==> src/rtl/ctrl_pkg.sv <==
// ctrl_pkg: shared FSM states, RV32I opcodes, ALU and immediate encodings for multicycle_control
package ctrl_pkg;
    typedef enum logic [2:0] {S_FETCH, S_DECODE, S_EXEC, S_MEM, S_WB, S_TRAP} state_e;
    localparam logic [6:0] OP_R      = 7'b0110011;
    localparam logic [6:0] OP_I      = 7'b0010011;
    localparam logic [6:0] OP_LUI    = 7'b0110111;
    localparam logic [6:0] OP_AUIPC  = 7'b0010111;
    localparam logic [6:0] OP_JAL    = 7'b1101111;
    localparam logic [6:0] OP_JALR   = 7'b1100111;
    localparam logic [6:0] OP_BRANCH = 7'b1100011;
    localparam logic [6:0] OP_LOAD   = 7'b0000011;
    localparam logic [6:0] OP_STORE  = 7'b0100011;
    localparam logic [3:0] ALU_ADD  = 4'd0;
    localparam logic [3:0] ALU_SUB  = 4'd1;
    localparam logic [3:0] ALU_AND  = 4'd2;
    localparam logic [3:0] ALU_OR   = 4'd3;
    localparam logic [3:0] ALU_XOR  = 4'd4;
    localparam logic [3:0] ALU_SLT  = 4'd5;
    localparam logic [3:0] ALU_SLTU = 4'd6;
    localparam logic [3:0] ALU_SLL  = 4'd7;
    localparam logic [3:0] ALU_SRL  = 4'd8;
    localparam logic [3:0] ALU_SRA  = 4'd9;
    localparam logic [2:0] IMM_I = 3'd0;
    localparam logic [2:0] IMM_S = 3'd1;
    localparam logic [2:0] IMM_B = 3'd2;
    localparam logic [2:0] IMM_U = 3'd3;
    localparam logic [2:0] IMM_J = 3'd4;
    localparam logic [31:0] NOP = 32'h0000_0013;

    function automatic logic is_legal(input logic [6:0] op);
        return op inside {OP_R, OP_I, OP_LUI, OP_AUIPC, OP_JAL, OP_JALR, OP_BRANCH, OP_LOAD, OP_STORE};
    endfunction
endpackage

==> src/rtl/alu_decoder.sv <==
// alu_decoder: maps opcode, funct3 and funct7[5] to the ALU operation code
// Ports: op_i opcode, funct3_i, funct7b5_i instruction bit 30, alu_control_o ALU operation
module alu_decoder
    import ctrl_pkg::*;
(
    input  logic [6:0] op_i,
    input  logic [2:0] funct3_i,
    input  logic       funct7b5_i,
    output logic [3:0] alu_control_o
);
    logic [3:0] f3_op;

    // bit 30 selects SUB only for register-register ops; for immediates it is part of the constant
    always_comb begin
        case (funct3_i)
            3'b000:  f3_op = (op_i == OP_R && funct7b5_i) ? ALU_SUB : ALU_ADD;
            3'b001:  f3_op = ALU_SLL;
            3'b010:  f3_op = ALU_SLT;
            3'b011:  f3_op = ALU_SLTU;
            3'b100:  f3_op = ALU_XOR;
            3'b101:  f3_op = funct7b5_i ? ALU_SRA : ALU_SRL;
            3'b110:  f3_op = ALU_OR;
            default: f3_op = ALU_AND;
        endcase
    end

    assign alu_control_o = (op_i == OP_R || op_i == OP_I) ? f3_op :
                           (op_i == OP_BRANCH)            ? ALU_SUB : ALU_ADD;
endmodule

==> src/rtl/multicycle_control.sv <==
// multicycle_control: multi-cycle RV32I control FSM with memory handshakes and retire counter
// Inputs: clk_i, rst_ni (sync, active-low), instr_i, imem_ack_i, dmem_ack_i, zero_i
// Outputs: imem_req_o, dmem_req_o, dmem_we_o, pc_write_o, pc_src_o, jump_o, alu_src_o,
//          reg_write_o, pc_upp_src_o, imm_upp_src_o, alu_control_o, imm_src_o,
//          result_src_o, trap_o, instr_count_o
// Macro CTRL_TRAP_EN: illegal opcodes enter a sticky TRAP state instead of retiring as a NOP.
module multicycle_control
    import ctrl_pkg::*;
#(
    parameter int D_WIDTH = 32
) (
    input  logic               clk_i,
    input  logic               rst_ni,
    input  logic [D_WIDTH-1:0] instr_i,
    input  logic               imem_ack_i,
    input  logic               dmem_ack_i,
    input  logic               zero_i,
    output logic               imem_req_o,
    output logic               dmem_req_o,
    output logic               dmem_we_o,
    output logic               pc_write_o,
    output logic               pc_src_o,
    output logic               jump_o,
    output logic               alu_src_o,
    output logic               reg_write_o,
    output logic               pc_upp_src_o,
    output logic               imm_upp_src_o,
    output logic [3:0]         alu_control_o,
    output logic [2:0]         imm_src_o,
    output logic               result_src_o,
    output logic               trap_o,
    output logic [D_WIDTH-1:0] instr_count_o
);
    state_e state_q, state_d;
    logic [D_WIDTH-1:0] ir_q, ir_d, cnt_q, cnt_d;
    logic [6:0] op;
    logic [3:0] alu_dec;
    logic is_store;
    logic unused_ir;

    assign op = ir_q[6:0];
    assign is_store = (op == OP_STORE);
    assign unused_ir = ^{ir_q[D_WIDTH-1:31], ir_q[29:15], ir_q[11:7]};

    alu_decoder u_alu_dec (
        .op_i          (op),
        .funct3_i      (ir_q[14:12]),
        .funct7b5_i    (ir_q[30]),
        .alu_control_o (alu_dec)
    );

    // outputs are forced low while reset is held so a pending request drops immediately
    always_comb begin
        state_d = state_q;
        ir_d = ir_q;
        imem_req_o = 1'b0;
        dmem_req_o = 1'b0;
        dmem_we_o = 1'b0;
        pc_write_o = 1'b0;
        pc_src_o = 1'b0;
        jump_o = 1'b0;
        alu_src_o = 1'b0;
        reg_write_o = 1'b0;
        pc_upp_src_o = 1'b0;
        imm_upp_src_o = 1'b0;
        alu_control_o = ALU_ADD;
        imm_src_o = IMM_I;
        result_src_o = 1'b0;
        trap_o = 1'b0;
        if (rst_ni) begin
            case (state_q)
                S_FETCH: begin
                    imem_req_o = 1'b1;
                    if (imem_ack_i) begin
                        ir_d = instr_i;
                        state_d = S_DECODE;
                    end
                end
`ifdef CTRL_TRAP_EN
                S_DECODE: state_d = is_legal(op) ? S_EXEC : S_TRAP;
`else
                S_DECODE: state_d = S_EXEC;
`endif
                S_EXEC: begin
                    alu_control_o = alu_dec;
                    state_d = S_FETCH;
                    case (op)
                        OP_R: {reg_write_o, pc_write_o} = 2'b11;
                        OP_I: {alu_src_o, reg_write_o, pc_write_o} = 3'b111;
                        OP_LUI: begin
                            {imm_upp_src_o, reg_write_o, pc_write_o} = 3'b111;
                            imm_src_o = IMM_U;
                        end
                        OP_AUIPC: begin
                            {pc_upp_src_o, alu_src_o, reg_write_o, pc_write_o} = 4'b1111;
                            imm_src_o = IMM_U;
                        end
                        OP_JAL: begin
                            {jump_o, reg_write_o, pc_write_o, pc_src_o} = 4'b1111;
                            imm_src_o = IMM_J;
                        end
                        OP_JALR: {jump_o, alu_src_o, reg_write_o, pc_write_o, pc_src_o} = 5'b11111;
                        OP_BRANCH: begin
                            pc_write_o = 1'b1;
                            pc_src_o = ir_q[12] ? ~zero_i : zero_i;
                            imm_src_o = IMM_B;
                        end
                        OP_LOAD: begin
                            alu_src_o = 1'b1;
                            state_d = S_MEM;
                        end
                        OP_STORE: begin
                            alu_src_o = 1'b1;
                            imm_src_o = IMM_S;
                            state_d = S_MEM;
                        end
                        default: pc_write_o = 1'b1;
                    endcase
                end
                S_MEM: begin
                    dmem_req_o = 1'b1;
                    dmem_we_o = is_store;
                    if (dmem_ack_i) begin
                        pc_write_o = is_store;
                        state_d = is_store ? S_FETCH : S_WB;
                    end
                end
                S_WB: begin
                    {reg_write_o, result_src_o, pc_write_o} = 3'b111;
                    state_d = S_FETCH;
                end
`ifdef CTRL_TRAP_EN
                S_TRAP: trap_o = 1'b1;
`endif
                default: ;
            endcase
        end
    end

    assign cnt_d = cnt_q + D_WIDTH'(pc_write_o);
    assign instr_count_o = cnt_q;

    always_ff @(posedge clk_i) begin
        if (!rst_ni) begin
            state_q <= S_FETCH;
            ir_q <= D_WIDTH'(NOP);
            cnt_q <= '0;
        end else begin
            state_q <= state_d;
            ir_q <= ir_d;
            cnt_q <= cnt_d;
        end
    end
endmodule

==> config.mk <==
export PLATFORM = sky130hd
export DESIGN_NAME = multicycle_control
export DESIGN_NICKNAME = d
export VERILOG_FILES = /design/src/rtl/ctrl_pkg.sv /design/src/rtl/alu_decoder.sv /design/src/rtl/multicycle_control.sv
export SDC_FILE = /design/constraint.sdc
export NUM_CORES = 1
export LEC_CHECK = 0
export BUFFER_PORTS_ARGS = -buffer_cell sky130_fd_sc_hd__buf_2
export CAP_MARGIN = 5
export CORE_MARGIN = 1
export CORE_UTILIZATION = 45
export DETAILED_ROUTE_END_ITERATION = 7
export GPL_TIMING_DRIVEN = 0
export PLACE_DENSITY = 0.77
export SLEW_MARGIN = 20
export SYNTH_ARGS = -nofsm -noshare
export SYNTH_HDL_FRONTEND = slang
export SYNTH_SLANG_ARGS = --single-unit
export TNS_END_PERCENT = 100
==> constraint.sdc <==
create_clock -name clk_i -period 3.6 [get_ports clk_i]
set_input_delay 0.18 -clock clk_i [delete_from_list [all_inputs] [get_ports clk_i]]
set_output_delay 0.18 -clock clk_i [all_outputs]
set_load 0.05 [all_outputs]
==> results of run 1 <==
## area by class of cell
class	count	area share, %
timing repair buffer	65	11.2
sequential	46	31.8
buffer	18	3.37
inverter	7	0.907
clock inverter	2	0.475
multi-input combinational	222	46.8
tap	67	2.89
clock buffer	6	2.50
## worst min path at each step
stage / startpoint / to / cells past startpoint
finish: instr_i[1] / ir_q[1]$_SDFFE_PN1P_ / 3
floorplan: instr_i[0] / ir_q[0]$_SDFFE_PN1P_ / 2
detailed placement: instr_i[1] / ir_q[1]$_SDFFE_PN1P_ / 3
global placement: instr_i[1] / ir_q[1]$_SDFFE_PN1P_ / 3
CTS: instr_i[1] / ir_q[1]$_SDFFE_PN1P_ / 3
global route: instr_i[1] / ir_q[1]$_SDFFE_PN1P_ / 3
## metal layers
layer  part of all wire [%]  vias up
li1                       -     1197
met1                     48     1082
met2                     46       52
met3                    4.5        7
met4                   0.94        0
met5                      0        -
## placed cells by master (no fill, tap or decap), types with 9 or more instances in the layout
cell type	netlist	layout
a21oi_1	31	31
nand3_1	12	12
o21ai_0	14	14
nand2_1	42	42
dfxtp_1	46	46
or4_1	14	14
buf_2	3	67
or3_1	9	9
nor2_1	16	16
o31ai_1	11	11
clkbuf_1	13	12
## stage by stage
step / hold slack, ns / power, mW / utilization [%]
6_report: 0.0886 / 1.12 / 59.8
5_1_grt: 0.110 / 1.17 / 59.8
4_1_cts: 0.0848 / 1.13 / 59.8
3_5_place_dp: 0.404 / 0.818 / 58.0
3_3_place_gp: 0.402 / 0.812 / 58.0
2_1_floorplan: 0.304 / 0.761 / -
## worst max-delay path: cells and delay by family, from the launching register on
kind	cells	cell delay, ns
AND/OR/NAND/NOR	6	1.85
buffers and inverters	2	0.43
flip-flops	1	0.38
AO/OA/AOI/OAI	1	0.25
multiplexers	1	0.20
adder cells (fa/ha/maj)	1	0.15
## sequential cells by signal (all words and copies together), names as in the netlist
| name | cells |
|---|---|
| state_q | 3 |
| ir_q | 11 |
| instr_count_o | 32 |
## power groups by stage
stage               Combinational (mW)  Sequential, mW  Clock (mW)
floorplan                        0.185           0.576           0
global placement                 0.238           0.573           0
detailed placement               0.243           0.575           0
CTS                              0.244           0.563       0.320
global route                     0.267           0.567       0.339
finish                           0.244           0.564       0.314
## kinds of logic after synthesis
family / Yosys count / synth area share (%)
AND/OR/NAND/NOR: 138 / 32.2
AO/OA/AOI/OAI: 67 / 17.0
flip-flops: 46 / 39.7
buffers and inverters: 25 / 4.37
XOR/XNOR: 11 / 4.15
multiplexers: 3 / 1.29
adder cells (fa/ha/maj): 2 / 1.08
other: 1 / 0.162
==> impl_metrics.ini, run 1 <==
[outcome]
status = finished, final reports clean

[floorplanning]
core-area_mm2 = 0.00485
die_x_um = 73.8
die_h_um = 73.8
initial_core_util_pct = 47.8
io_pins = 88
die_area_mm2 = 0.00545
rows = 25

[global_routing]
antenna_found_initial = 0
grt_max_degree = 15
grt-ovfl-total = 0
grt_pass1_wl_mm = 9.05
gr-usage-met3_pct = 4.80
met1_usage_pct = 28.8
track_usage_pct = 21.4
use_met2_pct = 34.3
first_global_vias = 1971
top_usage_layer = met2

[synth]
ys_ff_latch = 46
ys_warn_count = 0
synth_cell_types = 42
yosysTopAreaCell = dfxtp_1
synth.most_common_cell = dfxtp_1
synth.top_cell.area_share_pct = 39.7
synth_edf_count = 0
syn-num-nets = 332
synthesis.area_mm2 = 0.00232
avgSynthCellArea_um2 = 7.92
synthFlopType = dfxtp_1
synthCells = 293
async_flop_share_pct = 0
synth-seq-area-share_pct = 39.7
yosys-top-cells-count = dfxtp_1, nand2_1, a21oi_1, nor2_1
ys_top_cells_by_area = dfxtp_1, nand2_1, a21oi_1, or4_1, o31ai_1

[timing]
min_period_ns = 3.34
grt_setup_unrepaired = no
finClkSkew_ns = 0.00789
fmax_mhz = 299
drv_slew = 0
worst_slack_ns = 0.260
post-route-period-util_pct = 92.8
setup_violations = 0
finalSetupTns_ns = 0
hold_violations = 0

[cts]
numCtsBuffers = 5
clock-sinks = 46
cts_setup_buffers = 0
clk_latency_ns = 0.30
cts_hold_buf = 0
ctsLongestPathBuffers = 2
cts_tree = done
htree_levels = 2
cts_root_buffer = clkbuf_8
clk_pin_slew_ns = 0.08
cts_resized = 0

[place]
dp_cells = 425
dpl-instance-area_mm2 = 0.00281
dpl_worst_slack_ns = 0.337
dp_hpwl_mm = 4.10
portBuffers = 65
gp_congestion = 0.817

[setup_path]
reg2reg_slack_ns = 0.26
crit_start = ir_q[3]$_SDFFE_PN0P_
required_ns = 3.84
arrival_ns = 3.58
cp_cell_sequence = nor4bb_4, nand2b_1, nor3b_4, a311o_2, ha_4, nand3_1, or4_1, buf_2, clkbuf_1, nor3b_1, mux2i_1
worst_setup_path_end_kind = register
cpPeakStageDelay_ns = 0.45
r2r-end = instr_count_o[27]$_SDFF_PN0_
crit_path_start_kind = register
crit_slowest_cell = or4_1
r2r_cells = 11
r2r-start = ir_q[3]$_SDFFE_PN0P_
cp-endpoint = instr_count_o[27]$_SDFF_PN0_
crit_type = reg -> reg
critical_path_peak_fanout = 10

[layout]
fin_cells = 433
fill_cells = 466
nets = 404
ff_latch_area_um2 = 921
layout-drive-gt1-share_pct = 24.3
area_delta_synth_final_pct = 24.9
fin_area_mm2 = 0.00290
diodes = 0
multiInputGateArea_mm2 = 0.00136

[detailed_routing]
avgViaCountPerCell = 5.40
drtIter0Drc = 195
drc = 0
drtPass1Iterations = 4
routed_wl_mm = 5.61
avgRoutedWirePerCell_um = 13.0
vias = 2338
ant_nets = 0

[power]
swShare_pct = 32.1
comb_power_share_pct = 21.8
seq_power_share_pct = 50.3
p_clk_share_pct = 28.0
irDropWorstVdd_v = 0.000291
p_leak_nw = 1.17
internal_power_mw = 0.762
cellPowerDensity_mw_per_mm2 = 387
p_sw_mw = 0.359

[job]
cap_violations = 0

[min_path]
hold_path_class = in -> reg
(Power assumes the default switching activity.)
==> inputs of run 2 (changes only) <==
Settings changed: SYNTH_HIERARCHICAL set to 1.
==> run 2 against run 1 <==
Net effect: critical path depth unchanged; sequential power shrank 5.9%; clock power down 1%; power down 15%; sequential share of layout area down 0.37 points; largest cell class unchanged; largest power group unchanged.
==> impl_metrics.ini, run 2 <==
[setup_path]
crit_type = reg -> reg
worst_setup_path_end_kind = register
required_ns = 3.76
cp_cell_sequence = clkbuf_1, nor4_2, nand3_1, o21bai_1, a31o_2, ha_1, ha_1, nand4_1, clkbuf_1, o31ai_1, a21oi_1
crit_path_start_kind = register
cpPeakStageDelay_ns = 0.49
critical_path_peak_fanout = 10
arrival_ns = 3.42
crit_slowest_cell = nor4_2
reg2reg_slack_ns = 0.34

[layout]
largest_reg_flops = 32
diodes = 0
nets = 413
layout-drive-gt1-share_pct = 23.7
layout_common_cells = buf_2, dfxtp_1, nand2_1
layout_commonest_cell = buf_2
area_delta_synth_final_pct = 22.3

[synth]
yosys-mux-area-fraction_pct = 0.835
synth_edf_count = 0
synth_top_family_by_area = simple AND/OR/NAND/NOR gates
ys_top_cells_by_area = dfxtp_1, a21oi_1, nand2_1, o31ai_1, or4_1
synth.most_common_cell = dfxtp_1
ys_ff_latch = 46
ys_warn_count = 6
synthCells = 299
avgSynthCellArea_um2 = 8.02
yosys.area_share.simple_pct = 33.8
synthFlopType = dfxtp_1
yosysTopAreaCell = dfxtp_1
synthesis.area_mm2 = 0.00240
async_flop_share_pct = 0
syn-num-nets = 338
synth_cell_types = 45
synthXorXnorAreaFrac_pct = 4.75
synth.top_cell.area_share_pct = 38.4
synth-seq-area-share_pct = 38.4
yosys.area_share.adder_pct = 1.04
yosys-top-cells-count = dfxtp_1, nand2_1, a21oi_1, nor2_1, clkbuf_1
synth-compound-area-share_pct = 16.4

[timing]
worst_slack_ns = 0.341
post-route-period-util_pct = 90.5
relSlewSlack_pct = 64.3
worstMarginPinSlew_ns = 0.535
drv_slew = 0
fmax_mhz = 307
finClkSkew_ns = 0.0117
grt_setup_unrepaired = no
hold_violations = 0
holdWs_ns = 0.0918
min_period_ns = 3.26
setup_violations = 0
finalSetupTns_ns = 0

[global_routing]
grt_max_degree = 15
antenna_found_initial = 0
grt_pass1_wl_mm = 9.19
grt-ovfl-total = 0
track_usage_pct = 21.3
first_global_vias = 1951

[detailed_routing]
vias = 2435
avgRoutedWirePerCell_um = 13.2
drtPass1Iterations = 4
routed_wl_mm = 5.86
drc = 0
drtIter0Drc = 132
ant_nets = 0
avgViaCountPerCell = 5.47

[cts]
cts_tree = done
clock-sinks = 46
cts_root_buffer = clkbuf_8
numCtsBuffers = 5
clk_latency_ns = 0.30
clk_pin_slew_ns = 0.09
htree_levels = 2
ctsLongestPathBuffers = 2
cts_hold_buf = 0

[power]
p_sw_mw = 0.253
comb_power_share_pct = 11.5
internal_power_mw = 0.697
p_clk_share_pct = 32.6
cellPowerDensity_mw_per_mm2 = 324
irDropWorstVdd_v = 0.000253
swShare_pct = 26.7
p_leak_nw = 1.19
seq_power_share_pct = 55.9

[floorplanning]
io_pins = 88
rows = 26
initial_core_util_pct = 46.9
die_x_um = 75.0
core-area_mm2 = 0.00511
die_area_mm2 = 0.00562
die_h_um = 75.0

[place]
gp_congestion = 0.812
portBuffers = 65
dpl_worst_slack_ns = 0.00242
dp_hpwl_mm = 4.17

[outcome]
status = finished, final reports clean

[min_path]
hold_path_class = in -> reg

[job]
cap_violations = 0
-- run 2: logic make-up after synthesis --
family | count (synthesis)
adder cells (fa/ha/maj) | 2
AND/OR/NAND/NOR | 144
buffers and inverters | 27
XOR/XNOR | 13
AO/OA/AOI/OAI | 64
flip-flops | 46
other | 1
multiplexers | 2
-- run 2: power groups by stage --
stage	clock network (mW)	logic, mW	registers [mW]
after CTS	0.319	0.110	0.531
after global placement	0	0.106	0.543
after floorplan	0	0.0792	0.542
final	0.310	0.109	0.531
after global routing	0.336	0.122	0.533
after detailed placement	0	0.108	0.543
-- run 2: metal layers --
layer | global-route usage (%) | vias to the layer above | share of wire, %
li1 | - | 1227 | -
met4 | 5.66 | 0 | 0.97
met2 | 34.5 | 86 | 45
met1 | 29.3 | 1117 | 47
met5 | 0 | - | 0
met3 | 4.02 | 5 | 6.7
-- run 2: area by class of cell --
type                            instances  area (µm²)
Fill cell                             492        2180
Multi-Input combinational cell        226        1380
Sequential cell                        46         921
Timing Repair Buffer                   68         348
Buffer                                 21        87.6
Tap cell                               70        87.6
Clock buffer                            6        72.6
Inverter                                6        22.5
Clock inverter                          2        13.8
-- run 2: stage by stage --
step	cell area, µm²	power (mW)	util (%)	instances
2_1_floorplan	2400	0.621	-	299
3_3_place_gp	2820	0.649	55.1	434
3_5_place_dp	2820	0.651	55.1	434
4_1_cts	2910	0.960	57.0	442
5_1_grt	2930	0.991	57.4	445
6_report	2930	0.950	57.4	445
-- run 2: path summary, 6_finish.rpt --
kind | from | to | cells after the start
setup / recovery | ir_q[2]$_SDFFE_PN0P_ | instr_count_o[28]$_SDFF_PN0_ | 11
hold reg to reg | ir_q[1]$_SDFFE_PN1P_ | ir_q[1]$_SDFFE_PN1P_ | 2
setup reg to reg | ir_q[2]$_SDFFE_PN0P_ | instr_count_o[28]$_SDFF_PN0_ | 11
hold / removal | instr_i[0] | ir_q[0]$_SDFFE_PN1P_ | 3
-- run 2: what timing repair did --
item                       CTS  global route
setup buffers                0             3
pin swaps                    0             1
setup endpoints to repair    1             9
gates resized for setup      1             0
-- run 2: worst max-delay path, delay by kind of cell, from the launching register on --
family | cells | cell delay [ns]
compound gates | 4 | 0.74
fa+ha+maj | 2 | 0.45
buf+inv | 2 | 0.54
flops | 1 | 0.32
simple gates | 3 | 1.06
